==> src/rtl/ddr3_pattern_test_sm.sv <==
// DDR3 memory-test sequencer: optional power-down exercise, pattern write pass,
// read-back compare, error/pass reporting and optional soak looping.
module ddr3_pattern_test_sm #(
  parameter int              ADDR_W      = 26,
  parameter int              DATA_W      = 64,
  parameter int              NUM_WORDS   = 16,
  parameter logic [ADDR_W-1:0] BASE_ADDR = 26'h0001400,
  parameter int              ADDR_STRIDE = 1,
  parameter int              PATTERN     = 0,
  parameter logic [63:0]     SEED        = 64'h0123456789ABCDEF,
  parameter bit              DO_PDOWN    = 1'b1,
  parameter bit              LOOP        = 1'b0,
  parameter int              RD_TIMEOUT  = 1023
) (
  input  logic                clk,
  input  logic                rst,
  input  logic                start,
  input  logic                cmd_rdy,
  input  logic                datain_rdy,
  input  logic [DATA_W-1:0]   read_data,
  input  logic                read_data_valid,
  input  logic                wl_err,
  output logic                cmd_valid,
  output logic [3:0]          cmd,
  output logic [4:0]          cmd_burst_cnt,
  output logic [ADDR_W-1:0]   addr,
  output logic [DATA_W-1:0]   write_data,
  output logic [DATA_W/8-1:0] data_mask,
  output logic                busy,
  output logic                done,
  output logic                pass,
  output logic [15:0]         err_count,
  output logic [ADDR_W-1:0]   first_err_addr,
  output logic [15:0]         loop_count
);

  localparam logic [3:0]  CMD_NADA       = 4'b0000;
  localparam logic [3:0]  CMD_READ       = 4'b0001;
  localparam logic [3:0]  CMD_WRITE      = 4'b0010;
  localparam logic [3:0]  CMD_PDOWN_ENT  = 4'b0101;
  localparam logic [3:0]  CMD_PDOWN_EXIT = 4'b1011;
  localparam logic [15:0] LAST_IDX       = 16'(NUM_WORDS - 1);
  localparam logic [31:0] TO_LAST        = 32'(RD_TIMEOUT - 1);

  typedef enum logic [3:0] {
    S_IDLE, S_INIT, S_PDOWN_ENT, S_PDOWN_EXIT, S_WRITE, S_WDATA, S_READ, S_RWAIT, S_DONE
  } state_t;

  function automatic logic [ADDR_W-1:0] addr_of(input logic [15:0] idx);
    return BASE_ADDR + ADDR_W'(32'(idx) * 32'(ADDR_STRIDE));
  endfunction

  function automatic logic [DATA_W-1:0] pattern_of(input logic [15:0] idx);
    logic [DATA_W-1:0] rep;
    rep = '0;
    case (PATTERN)
      1: return DATA_W'(1) << (int'(idx) % DATA_W);
      2: begin
        for (int k = 0; k < DATA_W; k += ADDR_W)
          rep |= DATA_W'(addr_of(idx)) << k;
        return DATA_W'(SEED) ^ rep;
      end
      default: return DATA_W'(SEED) + DATA_W'(idx);
    endcase
  endfunction

  function automatic logic [15:0] sat_inc(input logic [15:0] c);
    return (c == 16'hFFFF) ? c : c + 16'd1;
  endfunction

  state_t              state, state_n;
  logic                cmd_valid_n;
  logic [3:0]          cmd_n;
  logic [ADDR_W-1:0]   addr_n, first_err_addr_n;
  logic [DATA_W-1:0]   write_data_n;
  logic [15:0]         err_count_n, loop_count_n, idx, idx_n;
  logic [31:0]         to_ctr, to_ctr_n;
  logic                timeout_flag, timeout_flag_n, wl_sticky, wl_sticky_n;
  logic                issue, word_done, word_err;

  always_ff @(posedge clk or posedge rst) begin
    if (rst) begin
      state          <= S_IDLE;
      cmd_valid      <= 1'b0;
      cmd            <= CMD_NADA;
      addr           <= '0;
      write_data     <= '0;
      err_count      <= '0;
      first_err_addr <= '0;
      loop_count     <= '0;
      idx            <= '0;
      to_ctr         <= '0;
      timeout_flag   <= 1'b0;
      wl_sticky      <= 1'b0;
    end else begin
      state          <= state_n;
      cmd_valid      <= cmd_valid_n;
      cmd            <= cmd_n;
      addr           <= addr_n;
      write_data     <= write_data_n;
      err_count      <= err_count_n;
      first_err_addr <= first_err_addr_n;
      loop_count     <= loop_count_n;
      idx            <= idx_n;
      to_ctr         <= to_ctr_n;
      timeout_flag   <= timeout_flag_n;
      wl_sticky      <= wl_sticky_n;
    end
  end

  always_comb begin
    state_n          = state;
    cmd_valid_n      = 1'b0;
    cmd_n            = CMD_NADA;
    addr_n           = addr;
    write_data_n     = write_data;
    err_count_n      = err_count;
    first_err_addr_n = first_err_addr;
    loop_count_n     = loop_count;
    idx_n            = idx;
    to_ctr_n         = to_ctr;
    timeout_flag_n   = timeout_flag;
    wl_sticky_n      = wl_sticky;
    word_done        = 1'b0;
    word_err         = 1'b0;
    // A command is only launched into a free slot, so every strobe lasts one cycle.
    issue            = cmd_rdy && !cmd_valid;

    if (busy && wl_err) begin
      wl_sticky_n = 1'b1;
      state_n     = S_DONE;
    end else begin
      case (state)
        S_IDLE:       if (start) state_n = S_INIT;
        S_INIT:       if (cmd_rdy) state_n = DO_PDOWN ? S_PDOWN_ENT : S_WRITE;
        S_PDOWN_ENT: if (issue) begin
          cmd_valid_n = 1'b1;
          cmd_n       = CMD_PDOWN_ENT;
          state_n     = S_PDOWN_EXIT;
        end
        S_PDOWN_EXIT: if (issue) begin
          cmd_valid_n = 1'b1;
          cmd_n       = CMD_PDOWN_EXIT;
          state_n     = S_WRITE;
        end
        S_WRITE: if (issue) begin
          cmd_valid_n  = 1'b1;
          cmd_n        = CMD_WRITE;
          addr_n       = addr_of(idx);
          write_data_n = pattern_of(idx);
          state_n      = S_WDATA;
        end
        S_WDATA: if (datain_rdy) begin
          idx_n   = (idx == LAST_IDX) ? 16'd0 : idx + 16'd1;
          state_n = (idx == LAST_IDX) ? S_READ : S_WRITE;
        end
        S_READ: if (issue) begin
          cmd_valid_n = 1'b1;
          cmd_n       = CMD_READ;
          addr_n      = addr_of(idx);
          to_ctr_n    = '0;
          state_n     = S_RWAIT;
        end
        S_RWAIT: begin
          if (read_data_valid) begin
            word_done = 1'b1;
            word_err  = (read_data != pattern_of(idx));
          end else if (to_ctr == TO_LAST) begin
            word_done      = 1'b1;
            word_err       = 1'b1;
            timeout_flag_n = 1'b1;
          end else begin
            to_ctr_n = to_ctr + 32'd1;
          end
          if (word_err) begin
            err_count_n = sat_inc(err_count);
            if (err_count == '0) first_err_addr_n = addr_of(idx);
          end
          if (word_done) begin
            if (idx == LAST_IDX) begin
              idx_n        = '0;
              loop_count_n = loop_count + 16'd1;
              state_n      = LOOP ? S_WRITE : S_DONE;
            end else begin
              idx_n   = idx + 16'd1;
              state_n = S_READ;
            end
          end
        end
        default: state_n = state;
      endcase
    end
  end

  assign cmd_burst_cnt = 5'b00001;
  assign data_mask     = '0;
  assign busy          = (state != S_IDLE) && (state != S_DONE);
  assign done          = (state == S_DONE);
  assign pass          = done && (err_count == '0) && !timeout_flag && !wl_sticky;

endmodule

==> config.mk <==
export PLATFORM = sky130hd
export DESIGN_NAME = ddr3_pattern_test_sm
export DESIGN_NICKNAME = d
export VERILOG_FILES = /design/src/rtl/ddr3_pattern_test_sm.sv
export SDC_FILE = /design/constraint.sdc
export NUM_CORES = 1
export LEC_CHECK = 0
export ABC_AREA = 1
export CAP_MARGIN = 10
export CELL_PAD_IN_SITES_DETAIL_PLACEMENT = 0
export CELL_PAD_IN_SITES_GLOBAL_PLACEMENT = 1
export CORE_ASPECT_RATIO = 1.4
export CORE_MARGIN = 3
export CORE_UTILIZATION = 36
export DETAILED_ROUTE_END_ITERATION = 12
export GPL_TIMING_DRIVEN = 0
export PLACE_DENSITY_LB_ADDON = 0.1
export REMOVE_ABC_BUFFERS = 1
export SLEW_MARGIN = 15
export SYNTH_ARGS = -nofsm -noshare
export SYNTH_HDL_FRONTEND = slang
export SYNTH_SLANG_ARGS = --single-unit
==> constraint.sdc <==
create_clock -name clk -period 7.3 [get_ports clk]
set_clock_uncertainty 0.05 [all_clocks]
set_input_delay 1.825 -clock clk [delete_from_list [all_inputs] [get_ports clk]]
set_output_delay 1.825 -clock clk [all_outputs]
set_load 0.02 [all_outputs]
### Word level (Yosys, flattened, before mapping)

Cells that the tools add are included.

| cells by class | value |
|---|---|
| add/sub/neg operators | 6 |
| mux-type cells | 39 |
| reductions and logical operators | 26 |
| bitwise gates (word level) | 3 |
| equal/unequal tests | 26 |

Operators by type and width:

| kind | count |
|---|---|
| $mux 64 | 3 |
| $mux 32 | 3 |
| $ne 64x64->1 | 1 |
| $pmux 32 s2 | 1 |
| $add 57x16->58 const A | 1 |
| $add 16x1->16 const B | 3 |
| $mux 16 | 3 |
| $mux 4 | 12 |
| $add 32x1->32 const B | 1 |
| $eq 32x10->1 const B | 1 |
| $pmux 16 s2 | 1 |
| $pmux 4 s8 | 1 |
| $ne 3x3->1 const B | 8 |
| $reduce_and 4->1 | 5 |
| $add 13x16->17 const A | 1 |
| $eq 16x16->1 const B | 1 |
| $eq 16x4->1 const B | 1 |
| $eq 4x3->1 const B | 4 |
| $logic_not 16->1 | 1 |
| $pmux 4 s4 | 1 |
| $mux 1 | 11 |
| $ne 2x2->1 const B | 5 |
| $reduce_and 9->1 | 1 |
| $reduce_bool 9->1 | 1 |
| other kinds (16) | 29 |

| storage, ports and cells | value |
|---|---|
| word-level logic and storage cells | 112 |
| output and inout port bits | 169 |
| input port bits | 71 |
| bits in registers | 207 |

### Longest topological paths before layout

| logic depth | value |
|---|---|
| depth after elaboration | 9 |
| depth in mapped cells | 19 |
| depth with buffers taken out | 18 |

### Worst setup path before layout

OpenSTA, ideal clock, no wires.

| timing path | value |
|---|---|
| path kind | reg-to-output |
| from | register state[1] |
| to | output pass |
| data arrival time | 1960 ps |
| path buffers | 1 |
| cell stages (with the launch flop) | 7 |
| data required time | 5425 ps |
| slack | 3465 ps |
| path through | dfrtp_1 -> buf_4 -> nor2_4 -> inv_1 -> nor3_1 -> inv_1 -> nor4_1 |

| on the way | value |
|---|---|
| cells in the longest elaborated chain, start to end | 4 |

Ends and longest elaborated chain:

| item | RTL line | text |
|---|---|---|
| start: declaration | 71 | `state_t state, state_n;` |
| start signal: assignment | 96 | `state <= state_n;` |
| $eq 4x4->1 | 198 | `assign done = (state == S_DONE);` |
| named net done | 30 | `output logic done,` |
| $logic_and 1x1->1 (3 in a row) | 199 | `assign pass = done && (err_count == '0) && !timeout_flag && !wl_sticky;` |
| end: declaration | 31 | `output logic pass,` |

The timed path passes the listed nets, and every way through them passes these cells.

### Worst setup path after layout

| timing path | value |
|---|---|
| from | register err_count[0] |
| to | output pass |

| on the way | value |
|---|---|
| cells in the longest elaborated chain, start to end | 4 |

Ends and longest elaborated chain:

| item | RTL line | text |
|---|---|---|
| start: declaration | 32 | `output logic [15:0] err_count,` |
| start signal: assignment | 101 | `err_count <= err_count_n;` |
| $logic_not 16->1 | 199 |  |
| $logic_and 1x1->1 (3 in a row) | 199 |  |

Every way passes these cells.

==> impl_metrics.ini <==
[sta]
rsz0062_at_grt = false
fin_tns_setup_ps = 0
final-setup-viol-count = 0
max_freq_mhz = 222
finalCriticalPeriod_ps = 4500
slew_viol_final = 0
setup_ws_ps = 2800
worst_pin_slew_ps = 1020
slew_headroom_pct = 31.7
period_share_pct = 61.6
whs_ps = 419
hold_violations = 0

[floorplanning]
start_util_pct = 37.0
die_w_microns = 143
die_area_sq_mm = 0.0284
core_sq_mm = 0.0257
num_rows = 69
ios = 240
die_h_microns = 198

[worst_setup_path]
cp.required_ps = 5430
arrival_ps = 2620
critPathMaxFanout = 7
crit_top_cell = nor4_1
cp_slowest_cell = clkdlybuf4s50_1
crit_path_start_kind = register
crit_path_cell_trace = inv_1, ha_1, nand4_1, nor4_1, nand3_1, nor4_1, clkdlybuf4s50_1
cp-end-kind = primary output
path_class = reg -> out
cp_slowest_stage_delay_ps = 670

[cells_and_area]
fin_cells = 1758
antenna_cells = 0
fill_cells = 2685
layout-drive-gt1-share_pct = 5.63
layout.nets = 1507
area_growth_syn_to_layout_pct = 23.7

[drt]
drt_drc_violations_left = 0
via_count = 8341
dr.pass1.iters = 5
viasPerCell = 4.74
totalWireLength_microns = 27100
drtIter0Drc = 420
ant_nets = 0
wl_per_cell_microns = 15.4

[min_path]
holdCritPathClass = reg -> reg

[clock_network]
clkTransAtPathRegs_ps = 60
clk_path_buf_depth = 2
clockRootBuffer = clkbuf_16
cts_hold_buf = 0
cts_sinks = 145
tritoncts = done
postCtsResizedCells = 0
h-tree-depth = 4
numCtsBuffers = 17
post_cts_buffers = 0
worstSkewPairLatency_ps = 440

[global_routing]
grt_antenna_before_repair = 0
grt_pass1_wl_microns = 43000
grt_max_degree = 92
overflow = 0
grt_usage_pct = 19.2
grt_pass1_vias = 8114

[yosys]
synth_top_area_share_pct = 38.2
ys_warn_count = 0
synthTopCellsByArea = dfrtp_1 38%, nand2_1 15%, buf_4 6.5%
ys_seq_elements = 145
synth_edf_count = 0
syn_avg_cell_area_sq_um = 7.42
syn_area_sq_mm = 0.00951
synth_cell_type_count = 41
synthCells = 1282
synth-main-ff-cell = dfrtp_1
ys_async_sr_fraction_pct = 100
yosys.area.top_type = dfrtp_1
seq_area_frac_synth_pct = 38.2

[placement]
dp_hpwl_microns = 20600
gp_congestion = 0.894
dpl_worst_slack_ps = 2950
dp_cells = 1726
portBuffers = 181

[pwr]
irDropWorstVdd_uv = 151
leakage_uw = 0.00612
p_per_area_mw_per_mm2 = 157

[run]
maxCapViolations = 0

[run_status]
status = finished, final reports clean
[area by class of cell]
| class | instances | area, sq um | area share, % |
|---|---|---|---|
| Multi-Input combinational cell | 946 | 4810 | 40.9 |
| Tap cell | 319 | 399 | 3.39 |
| Timing Repair Buffer | 182 | 1840 | 15.6 |
| Clock buffer | 19 | 443 | 3.76 |
| Sequential cell | 145 | 3630 | 30.8 |
| Inverter | 134 | 510 | 4.34 |
| Clock inverter | 13 | 136 | 1.16 |
[cells in the mapped netlist, drive strengths merged, types with 2 or more instances]
library cell,count
a21oi,8
nand2,406
buf,108
xor2,57
or2,8
o31ai,30
nor2,101
inv,134
o21ai,62
xnor2,18
a31oi,2
clkbuf,5
nand3b,3
nor3,39
ha,10
dfrtp,145
nand3,66
xnor3,3
nand4,51
conb,2
nor4,17
[critical path, delay by kind of cell, from the launching register on]
kind / cells / cell delay [ps]
adders and majority gates: 1 / 180
and+or+nand+nor: 4 / 770
DFF: 1 / 450
buffers and inverters: 2 / 800
[layout by cell type, fill, tap and decap left out, types with 38 or more instances in the layout]
| cell type | netlist | layout |
|---|---|---|
| dfrtp_1 | 145 | 145 |
| nor3_1 | 38 | 38 |
| conb_1 | 2 | 58 |
| xor2_1 | 57 | 57 |
| nor2_1 | 91 | 90 |
| nand4_1 | 51 | 51 |
| nand3_1 | 64 | 63 |
| o21ai_0 | 42 | 42 |
| inv_1 | 125 | 124 |
| clkdlybuf4s50_1 | 0 | 181 |
| nand2_1 | 391 | 391 |
[flip-flops by register name (all words and copies together) (netlist names)]
register and cells:
to_ctr 32, err_count 16, loop_count 16, timeout_flag 1, idx 16, cmd 4
wl_sticky 1, state 4, cmd_valid 1, first_err_addr 17, addr 17, write_data 20
[cells by family after synthesis]
group	Yosys count	share of synthesized area [%]
AOI/OAI and AO/OA	108	6.68
xor gates and xnor gates	78	7.62
DFF	145	38.2
and+or+nand+nor	692	32.5
buffers and inverters	247	13.7
adders and majority gates	10	1.32
other	2	0.0790
[final timing paths]
path	to	slack [ps]	cells past startpoint	start
min	write_data[18]	420	2	write_data[18]
min in group asynchronous	loop_count[2]	1770	2	rst
max in group asynchronous	cmd[1]	4620	3	rst
max reg2reg	loop_count[2]	3890	10	idx[11]
max	pass	2800	7	err_count[0]
min reg2reg	write_data[18]	420	2	write_data[18]
[layer usage]
layer	vias to the layer above	part of all wire [%]	global-route usage (%)
met5	-	0	0
met4	0	1.6	5.30
met3	21	3.6	3.99
met2	164	53	34.0
met1	3859	42	23.5
li1	4297	-	-
[per-stage QoR]
step           instance area, sq um  util, %  power (uW)
2_1_floorplan                  8920        -         906
3_3_place_gp                  11100     43.3         983
3_5_place_dp                  11200     43.5         986
4_1_cts                       11800     45.7        1870
5_1_grt                       11800     45.7        1920
6_report                      11800     45.7        1850
[power by group]
part	internal [uW]	total, uW	switching, uW
sequential	812	818	6.18
clock	512	876	364
combinational	66.5	152	85.1
(Power assumes the default switching activity.)
